**src/rtl/imem_loader_pkg.sv**
```systemverilog
// Shared types and constants for the instruction-memory loader.
package imem_loader_pkg;

    typedef enum logic [2:0] {
        ST_IDLE   = 3'd0,
        ST_LOAD   = 3'd1,
        ST_WRITE  = 3'd2,
        ST_VERIFY = 3'd3,
        ST_CHECK  = 3'd4,
        ST_RUN    = 3'd5,
        ST_ERROR  = 3'd6
    } loader_state_t;

    localparam int BYTES_PER_WORD  = 4;
    localparam int WORD_BYTES_LOG2 = 2;

endpackage

```
**src/rtl/imem_loader_byte_packer.sv**
```systemverilog
// Packs an accepted byte stream little-endian into 32-bit words.
module byte_packer
    import imem_loader_pkg::*;
(
    input  logic        clk,
    input  logic        arst_n,
    input  logic        clear,
    input  logic        byte_valid,
    input  logic [7:0]  byte_data,
    output logic        word_done,
    output logic [31:0] word
);

    localparam logic [WORD_BYTES_LOG2-1:0] LAST_LANE = WORD_BYTES_LOG2'(BYTES_PER_WORD - 1);

    logic [WORD_BYTES_LOG2-1:0] lane_r;
    logic [31:0]                lanes_r;
    logic [31:0]                merged_s;

    // Word as it looks with the incoming byte dropped into its lane.
    always_comb begin
        merged_s = lanes_r;
        case (lane_r)
            2'd0:    merged_s[7:0]   = byte_data;
            2'd1:    merged_s[15:8]  = byte_data;
            2'd2:    merged_s[23:16] = byte_data;
            2'd3:    merged_s[31:24] = byte_data;
            default: merged_s        = lanes_r;
        endcase
    end

    assign word_done = byte_valid & (lane_r == LAST_LANE);
    assign word      = merged_s;

    // Lane counter and partial-word register; a completed word restarts at lane 0.
    always_ff @(posedge clk or negedge arst_n) begin
        if (!arst_n) begin
            lane_r  <= '0;
            lanes_r <= 32'h0;
        end else if (clear) begin
            lane_r  <= '0;
            lanes_r <= 32'h0;
        end else if (byte_valid) begin
            lane_r  <= lane_r + 2'd1;
            lanes_r <= word_done ? 32'h0 : merged_s;
        end
    end

endmodule

```
**src/rtl/imem_loader.sv**
```systemverilog
// Streams a byte image into instruction memory, then holds the CPU enabled.
// Optional readback checksum check is compiled in with IMEM_LOADER_VERIFY_EN.
module imem_loader
    import imem_loader_pkg::*;
#(
    parameter int          ADDR_W    = 9,
    parameter logic [63:0] BASE_ADDR = 64'h0
) (
    input  logic            clk,
    input  logic            arst_n,
    input  logic            start,
    input  logic [ADDR_W:0] word_count,
    input  logic            abort,
    input  logic            s_valid,
    input  logic [7:0]      s_data,
    output logic            s_ready,
    output logic [63:0]     addr_ext,
    output logic            wen_ext,
    output logic            ren_ext,
    output logic [31:0]     wdata_ext,
    input  logic [31:0]     rdata_ext,
    output logic            cpu_enable,
    output logic            busy,
    output logic            error
);

    localparam logic [ADDR_W:0] MAX_WORDS = {1'b1, {ADDR_W{1'b0}}};
    localparam logic [ADDR_W:0] IDX_ONE   = {{ADDR_W{1'b0}}, 1'b1};

    loader_state_t   state_r;
    logic [ADDR_W:0] count_r;
    logic [ADDR_W:0] word_idx_r;
    logic [ADDR_W:0] word_idx_nxt_s;
    logic            byte_fire_s;
    logic            clear_s;
    logic            count_bad_s;
    logic            word_done_s;
    logic [31:0]     word_s;

`ifdef IMEM_LOADER_VERIFY_EN
    logic [ADDR_W:0] rd_idx_r;
    logic [31:0]     csum_r;
    logic [31:0]     rsum_r;
    logic [31:0]     rsum_nxt_s;
    logic            rvalid_r;
`else
    logic            unused_rdata_s;
    assign unused_rdata_s = ^rdata_ext;
    assign ren_ext        = 1'b0;
`endif

    function automatic logic [63:0] word_addr(input logic [ADDR_W:0] idx);
        logic [63:0] off_s;
        off_s = 64'(idx) << WORD_BYTES_LOG2;
        return BASE_ADDR + off_s;
    endfunction

    // Abort wins over a simultaneous handshake, so that byte never reaches the packer.
    assign byte_fire_s    = s_valid & s_ready & ~abort & (state_r == ST_LOAD);
    assign clear_s        = abort | (start & (state_r == ST_IDLE));
    assign count_bad_s    = (word_count == '0) || (word_count > MAX_WORDS);
    assign word_idx_nxt_s = word_idx_r + IDX_ONE;

    byte_packer u_packer (
        .clk        (clk),
        .arst_n     (arst_n),
        .clear      (clear_s),
        .byte_valid (byte_fire_s),
        .byte_data  (s_data),
        .word_done  (word_done_s),
        .word       (word_s)
    );

`ifdef IMEM_LOADER_VERIFY_EN
    // Readback data arrives one cycle after its strobe.
    always_comb begin
        if (rvalid_r) begin
            rsum_nxt_s = rsum_r + rdata_ext;
        end else begin
            rsum_nxt_s = rsum_r;
        end
    end
`endif

    // Loader FSM; every output is a register written on the transition into its state.
    always_ff @(posedge clk or negedge arst_n) begin
        if (!arst_n) begin
            state_r    <= ST_IDLE;
            count_r    <= '0;
            word_idx_r <= '0;
            s_ready    <= 1'b0;
            addr_ext   <= 64'h0;
            wen_ext    <= 1'b0;
            wdata_ext  <= 32'h0;
            cpu_enable <= 1'b0;
            busy       <= 1'b0;
            error      <= 1'b0;
`ifdef IMEM_LOADER_VERIFY_EN
            ren_ext    <= 1'b0;
            rd_idx_r   <= '0;
            csum_r     <= 32'h0;
            rsum_r     <= 32'h0;
            rvalid_r   <= 1'b0;
`endif
        end else if (abort) begin
            state_r    <= ST_IDLE;
            s_ready    <= 1'b0;
            addr_ext   <= 64'h0;
            wen_ext    <= 1'b0;
            wdata_ext  <= 32'h0;
            cpu_enable <= 1'b0;
            busy       <= 1'b0;
            error      <= 1'b0;
`ifdef IMEM_LOADER_VERIFY_EN
            ren_ext    <= 1'b0;
            rvalid_r   <= 1'b0;
`endif
        end else begin
`ifdef IMEM_LOADER_VERIFY_EN
            rvalid_r <= ren_ext;
`endif
            case (state_r)
                ST_IDLE: begin
                    if (start) begin
                        if (count_bad_s) begin
                            state_r <= ST_ERROR;
                            error   <= 1'b1;
                        end else begin
                            state_r    <= ST_LOAD;
                            count_r    <= word_count;
                            word_idx_r <= '0;
                            s_ready    <= 1'b1;
                            busy       <= 1'b1;
`ifdef IMEM_LOADER_VERIFY_EN
                            csum_r     <= 32'h0;
`endif
                        end
                    end
                end
                ST_LOAD: begin
                    if (word_done_s) begin
                        state_r   <= ST_WRITE;
                        s_ready   <= 1'b0;
                        wen_ext   <= 1'b1;
                        addr_ext  <= word_addr(word_idx_r);
                        wdata_ext <= word_s;
                    end
                end
                ST_WRITE: begin
                    wen_ext    <= 1'b0;
                    addr_ext   <= 64'h0;
                    wdata_ext  <= 32'h0;
                    word_idx_r <= word_idx_nxt_s;
`ifdef IMEM_LOADER_VERIFY_EN
                    csum_r     <= csum_r + wdata_ext;
`endif
                    if (word_idx_nxt_s == count_r) begin
`ifdef IMEM_LOADER_VERIFY_EN
                        state_r  <= ST_VERIFY;
                        ren_ext  <= 1'b1;
                        addr_ext <= word_addr('0);
                        rd_idx_r <= IDX_ONE;
                        rsum_r   <= 32'h0;
`else
                        state_r    <= ST_RUN;
                        cpu_enable <= 1'b1;
                        busy       <= 1'b0;
`endif
                    end else begin
                        state_r <= ST_LOAD;
                        s_ready <= 1'b1;
                    end
                end
`ifdef IMEM_LOADER_VERIFY_EN
                ST_VERIFY: begin
                    rsum_r <= rsum_nxt_s;
                    // rd_idx_r is the next read to issue; reaching the count means the last one is on the bus.
                    if (rd_idx_r == count_r) begin
                        state_r  <= ST_CHECK;
                        ren_ext  <= 1'b0;
                        addr_ext <= 64'h0;
                    end else begin
                        addr_ext <= word_addr(rd_idx_r);
                        rd_idx_r <= rd_idx_r + IDX_ONE;
                    end
                end
                ST_CHECK: begin
                    rsum_r <= rsum_nxt_s;
                    busy   <= 1'b0;
                    if (rsum_nxt_s == csum_r) begin
                        state_r    <= ST_RUN;
                        cpu_enable <= 1'b1;
                    end else begin
                        state_r <= ST_ERROR;
                        error   <= 1'b1;
                    end
                end
`endif
                ST_RUN: begin
                    cpu_enable <= 1'b1;
                end
                ST_ERROR: begin
                    error <= 1'b1;
                end
                default: begin
                    state_r    <= ST_IDLE;
                    s_ready    <= 1'b0;
                    addr_ext   <= 64'h0;
                    wen_ext    <= 1'b0;
                    wdata_ext  <= 32'h0;
                    cpu_enable <= 1'b0;
                    busy       <= 1'b0;
                    error      <= 1'b0;
                end
            endcase
        end
    end

endmodule

```
**config.mk**
```make
export PLATFORM = sky130hd
export DESIGN_NAME = imem_loader
export DESIGN_NICKNAME = d
export VERILOG_FILES = /design/src/rtl/imem_loader_pkg.sv /design/src/rtl/imem_loader_byte_packer.sv /design/src/rtl/imem_loader.sv
export SDC_FILE = /design/constraint.sdc
export NUM_CORES = 1
export LEC_CHECK = 0
export CELL_PAD_IN_SITES_DETAIL_PLACEMENT = 1
export CELL_PAD_IN_SITES_GLOBAL_PLACEMENT = 1
export CORE_MARGIN = 2
export CORE_UTILIZATION = 41
export CTS_CLUSTER_DIAMETER = 60
export DETAILED_ROUTE_END_ITERATION = 7
export PLACE_DENSITY_LB_ADDON = 0.1
export SLEW_MARGIN = 0
export SYNTH_ARGS = -nofsm -noshare
export SYNTH_HDL_FRONTEND = slang
export SYNTH_HIERARCHICAL = 1
export SYNTH_SLANG_ARGS = --single-unit
```
**constraint.sdc**
```tcl
create_clock -name clk -period 5.8 [get_ports clk]
set_input_delay 1.45 -clock clk [delete_from_list [all_inputs] [get_ports clk]]
set_output_delay 1.45 -clock clk [all_outputs]
set_load 0.005 [all_outputs]
```
==> results.toml, run 1 <==
[timing]
hold_violations = 0
tightest_slew_ns = 1.028
period_share = 0.6879
max_freq_ghz = 0.2506
final.setup.tns_ns = 0
relSlewSlack = 0.3131
finalWorstPathRequiredPeriod_ns = 3.990
grt_setup_unrepaired = "false"
maxSlewViolCount = 0
setup_viol = 0
clock_skew_ns = 0.009333

[critical_path]
critPathBufInv = 2
cp_data_required_time_ns = 6.08
endpoint_kind = "flip-flop"
crit_family = "buffers and inverters"
crit_type = "in2reg"
r2r-end = "addr_ext[2]"
arrival_ns = 4.27
ff2ff_setup_slack_ns = 3.00
path_cells = "clkdlybuf4s50_1 -> or3_1 -> nor2_4 -> and2_1 -> a21oi_1 -> o21a_1 -> buf_4 -> a22o_1"
cp_slowest_cell = "clkdlybuf4s50_1"
start_kind = "primary input"
critPathMaxStageDelay_ns = 0.73
reg2reg_from = "state_r[1]"
r2r_cells = 6
cp_max_fo = 23

[finish]
nFillCells = 1584
fin_nets = 648
syn_to_final_growth_pct = 12.98
drive_gt1_frac = 0.1757
final_util = 0.4719
antenna-diode-count = 0

[clock_network]
htree_levels = 3
ctsResizeCount = 0
clk_latency_ns = 0.35
clockBufferDepth = 2
root_buffer = "clkbuf_16"
hold_buffers = 0
numCtsBuffers = 9
path_clk_slew_ns = 0.06
cts_tree = "yes"
clock_sinks = 104
post_cts_buffers = 0

[worst_hold_path]
hold_path.class = "reg2reg"
worstHoldStart = "u_packer/lanes_r[25]"
holdPathEnd = "u_packer/lanes_r[25]"
worstHoldPathCells = 1

[synthesis]
syn_inst = 546
synth_ff_type = "dfrtp_1"
ys_top_cells_by_count = "dfrtp_1, buf_4, a22o_1"
ys_ff_latch = 104
syn-mean-instance-area_sq_um = 11.03
synth_edf_count = 0
synth_area_sq_um = 6025
yosysSeqAreaShare = 0.4320
ys_top_cells_by_area = "dfrtp_1, buf_4, a22o_1"
synth_most_common_cell = "dfrtp_1"
synth_top_cell_by_area = "dfrtp_1"
post_synth_num_cell_types = 64
yosysWarnings = 6
synthArstFlopShare = 1.000
synth.top_cell.area_share = 0.4320

[floorplan]
start_util = 0.4177
die_area_sq_um = 15680
die_h_um = 125.2
chipWidth_um = 125.2
ios = 157
rows = 44
core-area_sq_um = 14420

[grt]
antenna_found_initial = 0
grt_max_degree = 68
grtUsageTotal = 0.1874
grt_overflow = 0
grt_pass1_vias = 4339
grt_pass1_wl_mm = 23.40

[routing]
drt_wl_total_mm = 14.27
wl_per_cell_um = 18.39
first_pass_iters = 4
vias = 4215
avgViaCountPerCell = 5.432
first_iter_violations = 102
drc = 0
postRouteAntennaNets = 0

[job]
cap_violations = 0

[power]
p_per_area_nw_per_um2 = 231.2
power_leakage_nw = 2.869
peakVddDrop_mv = 0.1390

[placed_design]
numPortBuffers = 69
gp_congestion = 0.7940
dp_hpwl_mm = 9.651

[outcome]
status = "completed"
-- per-stage QoR --
step                instances  power [mW]  hold slack, ns  area, sq um  worst slack [ns]
floorplan                 600      0.9579          0.4494         6227             2.379
global placement          761       1.006          0.4604         6539             1.516
detailed placement        761       1.015          0.4668         6539             1.425
CTS                       776       1.597          0.4870         6807             1.792
global route              776       1.652          0.5105         6807             1.580
finish                    776       1.573          0.4783         6807             1.810
-- power breakdown --
group	internal, mW	leakage (nW)	switching (mW)	total (mW)
sequential	0.753	1.43	0.0324	0.786
clock	0.314	0.130	0.263	0.577
combinational	0.0912	1.31	0.120	0.211
-- cells by family (layout without fill, tap and decap cells) --
family,after synthesis,count (layout),share of synthesized area
buf+inv,108,100,0.1163
flops,104,104,0.4320
compound gates,150,150,0.2272
fa+ha+maj,5,5,0.01038
simple gates,126,126,0.1159
mux,40,40,0.08017
other cells,1,55,0.0006225
xor+xnor,12,12,0.01745
-- state kept, by name, indices dropped and copies added, names as in the netlist --
signal,flops
addr_ext,10
busy,1
count_r,10
cpu_enable,1
error,1
s_ready,1
state_r,3
u_packer/lane_r,2
u_packer/lanes_r,32
wdata_ext,32
wen_ext,1
word_idx_r,10
-- cell usage in the layout (no fill, tap or decap), types with 16 or more instances in the layout --
master,instances
conb_1,55
nand2b_1,25
dfrtp_1,104
a22o_1,43
a221oi_2,20
nand3_1,29
clkdlybuf4s50_1,68
mux2_2,30
nor2_1,16
a21bo_2,16
-- layout make-up --
cell class                      count  area (sq um)  share of cell area
Clock buffer                       15         267.8             0.03934
Timing Repair Buffer               74         725.7              0.1066
Inverter                           11         41.29            0.006066
Tap cell                          184         230.2             0.03382
Sequential cell                   104          2603              0.3824
Multi-Input combinational cell    388          2939              0.4318
-- routing by layer --
metal  part of all wire  wire (um)  up-vias  GRT usage
met1               0.46       6534     2159     0.2413
met5                  0          0        -          0
met2               0.50       7083       82     0.3203
met3              0.027        387       18    0.02739
li1                   -          -     1956          -
met4              0.019        267        0    0.07124
-- worst register-to-register path: stages, from the launching register on --
cell and delay [ns]:
dfrtp_1 0.60, inv_1 0.30, a21o_1 0.22, a21oi_1 0.23, o21a_1 0.75, buf_4 0.42
a22o_1 0.20
-- how the worst max path moves through the flow --
stage,startpoint,to,slack [ns],cells after the start
4_1_cts,abort,addr_ext[2],1.79,8
6_report,abort,addr_ext[2],1.81,8
3_3_place_gp,abort,addr_ext[9],1.52,8
5_1_grt,abort,wdata_ext[29],1.58,8
3_5_place_dp,abort,addr_ext[9],1.43,8
2_1_floorplan,abort,addr_ext[10],2.38,11
Note: power is estimated with default switching activity, not from simulation.
==> inputs of run 2 (changes only) <==
--- a/config.mk
+++ b/config.mk
@@ -8,7 +8,7 @@
 export CELL_PAD_IN_SITES_DETAIL_PLACEMENT = 1
 export CELL_PAD_IN_SITES_GLOBAL_PLACEMENT = 1
 export CORE_MARGIN = 2
-export CORE_UTILIZATION = 41
+export CORE_UTILIZATION = 35
 export CTS_CLUSTER_DIAMETER = 60
 export DETAILED_ROUTE_END_ITERATION = 7
 export PLACE_DENSITY_LB_ADDON = 0.1
==> constraint.sdc (replaced) <==
create_clock -name clk -period 3.6 [get_ports clk]
set_input_delay 0.9 -clock clk [delete_from_list [all_inputs] [get_ports clk]]
set_output_delay 0.9 -clock clk [all_outputs]
set_load 0.005 [all_outputs]
==> run 2 against run 1 <==
Total power rose by 80%. Worst hold slack gained 0.0028 ns. Sequential share of layout area fell by 1.3 points. Wire length up 3.3%. Utilization fell by 5.0 points. Via count up 0.24%. Clock skew shrank 0.0037 ns. Register-to-register slack worse by 1.8 ns. Critical path depth is 3 lower. Largest power group unchanged.
==> results.toml, run 2 (same netlist as run 1, synthesis figures left out) <==
[critical_path]
crit_type = "in2reg"
critPathMaxStageDelay_ns = 0.58
cp_max_fo = 10
path_cells = "clkdlybuf4s50_1 -> or4_4 -> or4_4 -> and3b_1 -> mux2_4"
critPathBufInv = 1
arrival_ns = 3.23
ff2ff_setup_slack_ns = 1.17
reg2reg_from = "state_r[1]"
start_kind = "primary input"
path_common_cell = "or4_4"
r2r_cells = 4
cp_data_required_time_ns = 3.84
endpoint_kind = "flip-flop"
crit_family = "simple AND/OR/NAND/NOR gates"
cp_slowest_cell = "or4_4"
r2r-end = "count_r[3]"

[routing]
drt_wl_total_mm = 14.74
first_iter_violations = 174
drc = 0
first_pass_iters = 4
wl_per_cell_um = 17.91
vias = 4225
avgViaCountPerCell = 5.134
postRouteAntennaNets = 0

[worst_hold_path]
worstHoldStart = "u_packer/lanes_r[29]"
hold_path.class = "reg2reg"
worstHoldPathCells = 1
holdPathEnd = "u_packer/lanes_r[29]"

[finish]
drive_gt1_frac = 0.1973
syn_to_final_growth_pct = 16.84
nFillCells = 1813
layout_commonest_cell = "dfrtp_1"
largestRegisters = "u_packer/lanes_r (32), wdata_ext (32)"
final_util = 0.4215
most-common-layout-cells = "dfrtp_1, clkdlybuf4s50_1, conb_1"
fin_nets = 658
antenna-diode-count = 0

[floorplan]
start_util = 0.3607
chipWidth_um = 135.2
die_h_um = 135.2
core-area_sq_um = 16700
die_area_sq_um = 18280
ios = 157
rows = 47

[clock_network]
numCtsBuffers = 9
hold_buffers = 0
ctsResizeCount = 0
post_cts_buffers = 0
path_clk_slew_ns = 0.07
htree_levels = 3
root_buffer = "clkbuf_16"
clock_sinks = 104
clockBufferDepth = 2
clk_latency_ns = 0.35
cts_tree = "yes"

[timing]
relSlewSlack = 0.3587
max_freq_ghz = 0.3350
tightest_slew_ns = 0.9620
final.setup.tns_ns = 0
hold_violations = 0
fin_hold_ws_ns = 0.4811
maxSlewViolCount = 0
finalWorstPathRequiredPeriod_ns = 2.985
grt_setup_unrepaired = "false"
period_share = 0.8291
clock_skew_ns = 0.005660
setup_viol = 0

[grt]
grt_overflow = 0
grt_pass1_vias = 4472
use_met2 = 0.2817
antenna_found_initial = 0
gr-usage-met1 = 0.2246
grt_max_degree = 68
grt.busiest_layer = "met2"
grtUsageTotal = 0.1704
grt_pass1_wl_mm = 24.31
use_met3 = 0.02619

[placed_design]
gp_congestion = 0.7427
dp_hpwl_mm = 10.17
numPortBuffers = 69

[power]
peakVddDrop_mv = 0.2400
design_power_total_mw = 2.830
power_leakage_nw = 2.970
p_per_area_nw_per_um2 = 402.1

[job]
cap_violations = 0

[outcome]
status = "completed"
-- run 2: changes by cell type in the layout (fill, tap and decap cells not counted), moves of 2 or more --
cell	before	now
buf_4	6	15
bufinv_16	0	4
clkbuf_8	2	0
clkbuf_1	4	0
-- run 2: how the worst max path moves through the flow --
stage | to | from | slack, ns | depth (start not counted)
after CTS | count_r[3] | word_count[4] | 0.61 | 5
after global placement | count_r[0] | word_count[4] | 0.25 | 5
final | count_r[3] | word_count[4] | 0.62 | 5
after floorplan | addr_ext[10] | abort | 0.73 | 11
after global routing | count_r[5] | word_count[7] | 0.57 | 5
after detailed placement | count_r[3] | word_count[4] | 0.22 | 5
-- run 2: metal layers --
| layer | up-vias | part of all wire |
|---|---|---|
| met5 | - | 0 |
| met4 | 0 | 0.023 |
| met3 | 22 | 0.034 |
| met2 | 90 | 0.48 |
| met1 | 2132 | 0.47 |
| li1 | 1981 | - |
-- run 2: per-stage QoR --
stage | std cells | setup WS [ns] | instance area (sq um)
2_1_floorplan | 600 | 0.7291 | 6227
4_1_cts | 823 | 0.6084 | 7039
5_1_grt | 823 | 0.5681 | 7039
3_5_place_dp | 807 | 0.2228 | 6671
6_report | 823 | 0.6152 | 7039
3_3_place_gp | 807 | 0.2500 | 6671
-- run 2: cell type report --
| type | count | area (sq um) | share of cell area |
|---|---|---|---|
| clock buffers | 9 | 225.2 | 0.03199 |
| clock inverters | 7 | 142.6 | 0.02026 |
| inverters | 11 | 41.29 | 0.005866 |
| multi-input cells | 388 | 2939 | 0.4175 |
| flip-flops and latches | 104 | 2603 | 0.3697 |
| well taps | 220 | 275.3 | 0.03910 |
| repair buffers | 84 | 813.3 | 0.1155 |
-- run 2: where the power goes --
group	internal, mW	leakage, nW	switching, mW
Sequential	1.21	1.43	0.0507
Combinational	0.157	1.36	0.194
Clock	0.753	0.180	0.463
==> inputs of run 3 (changes only) <==
--- a/config.mk
+++ b/config.mk
@@ -8,7 +8,7 @@
 export CELL_PAD_IN_SITES_DETAIL_PLACEMENT = 1
 export CELL_PAD_IN_SITES_GLOBAL_PLACEMENT = 1
 export CORE_MARGIN = 2
-export CORE_UTILIZATION = 35
+export CORE_UTILIZATION = 38
 export CTS_CLUSTER_DIAMETER = 60
 export DETAILED_ROUTE_END_ITERATION = 7
 export PLACE_DENSITY_LB_ADDON = 0.1
==> constraint.sdc (replaced) <==
create_clock -name clk -period 3 [get_ports clk]
set_input_delay 0.75 -clock clk [delete_from_list [all_inputs] [get_ports clk]]
set_output_delay 0.75 -clock clk [all_outputs]
set_load 0.005 [all_outputs]
==> run 3 against run 2 <==
Via count up 2.2%. Critical path type unchanged. Non-clock buffer count up 11. Die area down 7.7%. Global-route usage up 1.2 points. Largest power group unchanged. Final cell count up 0.73%. Clock power down 7%. Utilization up 2.8 points. Wire length up 0.12%. Sequential share of layout area down 0.15 points.
==> results.toml, run 3 (same netlist as run 1, synthesis figures left out) <==
[placed_design]
place_inst = 814
numPortBuffers = 69
dp_hpwl_mm = 10.02
pre_cts_slack_ns = -0.1575
gp_congestion = 0.7664

[worst_hold_path]
hold_path.class = "in2async"

[critical_path]
crit_family = "simple AND/OR/NAND/NOR gates"
start_kind = "primary input"
crit_type = "in2reg"
critPathBufInv = 2
path_common_cell = "or4_4"
cp_max_fo = 5
path_cells = "clkdlybuf4s50_1 -> or4_4 -> or4_4 -> buf_4 -> a31oi_4 -> or2b_1 -> mux2_2"
cp_slowest_cell = "or4_4"
endpoint_kind = "flip-flop"
cp_data_required_time_ns = 3.29
critPathMaxStageDelay_ns = 0.57
crit_start = "word_count[4]"
arrival_ns = 3.07
reg2reg_from = "word_idx_r[2]"

[routing]
drt_wl_total_mm = 14.76
first_iter_violations = 230
avgViaCountPerCell = 5.211
wl_per_cell_um = 17.80
postRouteAntennaNets = 0
vias = 4320
drc = 0
first_pass_iters = 4

[timing]
maxSlewViolCount = 0
relSlewSlack = 0.4412
period_share = 0.9243
clock_skew_ns = 0.005910
max_freq_ghz = 0.3606
tightest_slew_ns = 0.8332
grt_setup_unrepaired = "false"
hold_violations = 0
finalWorstPathRequiredPeriod_ns = 2.773
worst_slack_ns = 0.2272
setup_viol = 0

[clock_network]
htree_levels = 3
post_cts_buffers = 0
root_buffer = "clkbuf_16"
ctsResizeCount = 0
hold_buffers = 0
clockBufferDepth = 2
cts_tree = "yes"
clock_sinks = 104
numCtsBuffers = 9
clk_latency_ns = 0.36
path_clk_slew_ns = 0.07

[floorplan]
die_h_um = 129.9
start_util = 0.3834
die_area_sq_um = 16880
ios = 157
rows = 46
core-area_sq_um = 15710
chipWidth_um = 129.9

[power]
p_int_mw = 2.262
power_leakage_nw = 2.995
peakVddDrop_mv = 0.2527
seqPwrFrac = 0.489
swShare = 0.2699
p_per_area_nw_per_um2 = 438.4
pwr-share-clk = 0.367
comb_power_share = 0.144
p_sw_mw = 0.8363

[grt]
use_met2 = 0.3141
use_met3 = 0.02624
antenna_found_initial = 0
grt_overflow = 0
grt.busiest_layer = "met2"
grt_pass1_vias = 4507
grt_pass1_wl_mm = 23.97
grt_max_degree = 68
grtUsageTotal = 0.1826
gr-usage-met1 = 0.2338

[finish]
syn_to_final_growth_pct = 17.32
most-common-layout-cells = "dfrtp_1, clkdlybuf4s50_1, conb_1"
final_util = 0.4498
finalNonFillerCells = 829
fin_nets = 669
antenna-diode-count = 0
nFillCells = 1728
largestRegisters = "u_packer/lanes_r (32), wdata_ext (32)"
drive_gt1_frac = 0.2088
layout_commonest_cell = "dfrtp_1"

[job]
cap_violations = 0

[outcome]
status = "completed"
## run 3: cell count changes in the layout (fill, tap and decap cells not counted), moves of 2 or more
| cell | change |
|---|---|
| buf_4 | +7 |
| buf_12 | +4 |
| bufinv_16 | -4 |
| clkbuf_8 | +2 |
## run 3: metal layers
| layer | wire (um) | vias up |
|---|---|---|
| li1 | - | 2009 |
| met1 | 6687 | 2207 |
| met2 | 7349 | 88 |
| met3 | 461 | 16 |
| met4 | 261 | 0 |
| met5 | 0 | - |
## run 3: per-stage QoR
step	hold WS [ns]	instance area, sq um	setup TNS [ns]	power [mW]
after detailed placement	0.4668	6794	-1.462	1.993
after floorplan	0.4494	6227	0	1.852
after global placement	0.4588	6794	-1.177	1.978
after global routing	0.4432	7068	0	3.239
after CTS	0.4214	7068	0	3.141
final	0.4014	7068	0	3.098
## run 3: worst paths after layout
check | endpoint | slack, ns | depth (start not counted)
max in group asynchronous | count_r[0] | 1.88 | 2
hold / removal | wdata_ext[14] | 0.40 | 1
hold reg to reg | wen_ext | 0.48 | 1
setup reg to reg | busy | 0.55 | 5
setup / recovery | word_idx_r[0] | 0.23 | 7
min in group clk | wen_ext | 0.48 | 1
## run 3: worst register-to-register path, delay by kind of cell, from the launching register on
kind	cells	cell delay, ns
AO/OA/AOI/OAI	2	0.91
flip-flops	1	0.55
AND/OR/NAND/NOR	3	0.82
## run 3: layout make-up
type	instances	area [sq um]	share of cell area
multi-input cells	388	2934	0.4151
repair buffers	95	945.9	0.1338
inverters	11	41.29	0.005842
well taps	216	270.3	0.03824
flip-flops and latches	104	2603	0.3682
clock inverters	3	17.52	0.002478
clock buffers	12	256.5	0.03629
## run 3: power groups by stage
stage,combinational (mW),clock (mW),sequential [mW]
floorplan,0.332,0,1.52
CTS,0.452,1.17,1.52
finish,0.446,1.14,1.51
global route,0.494,1.22,1.52
detailed placement,0.449,0,1.54
global placement,0.437,0,1.54
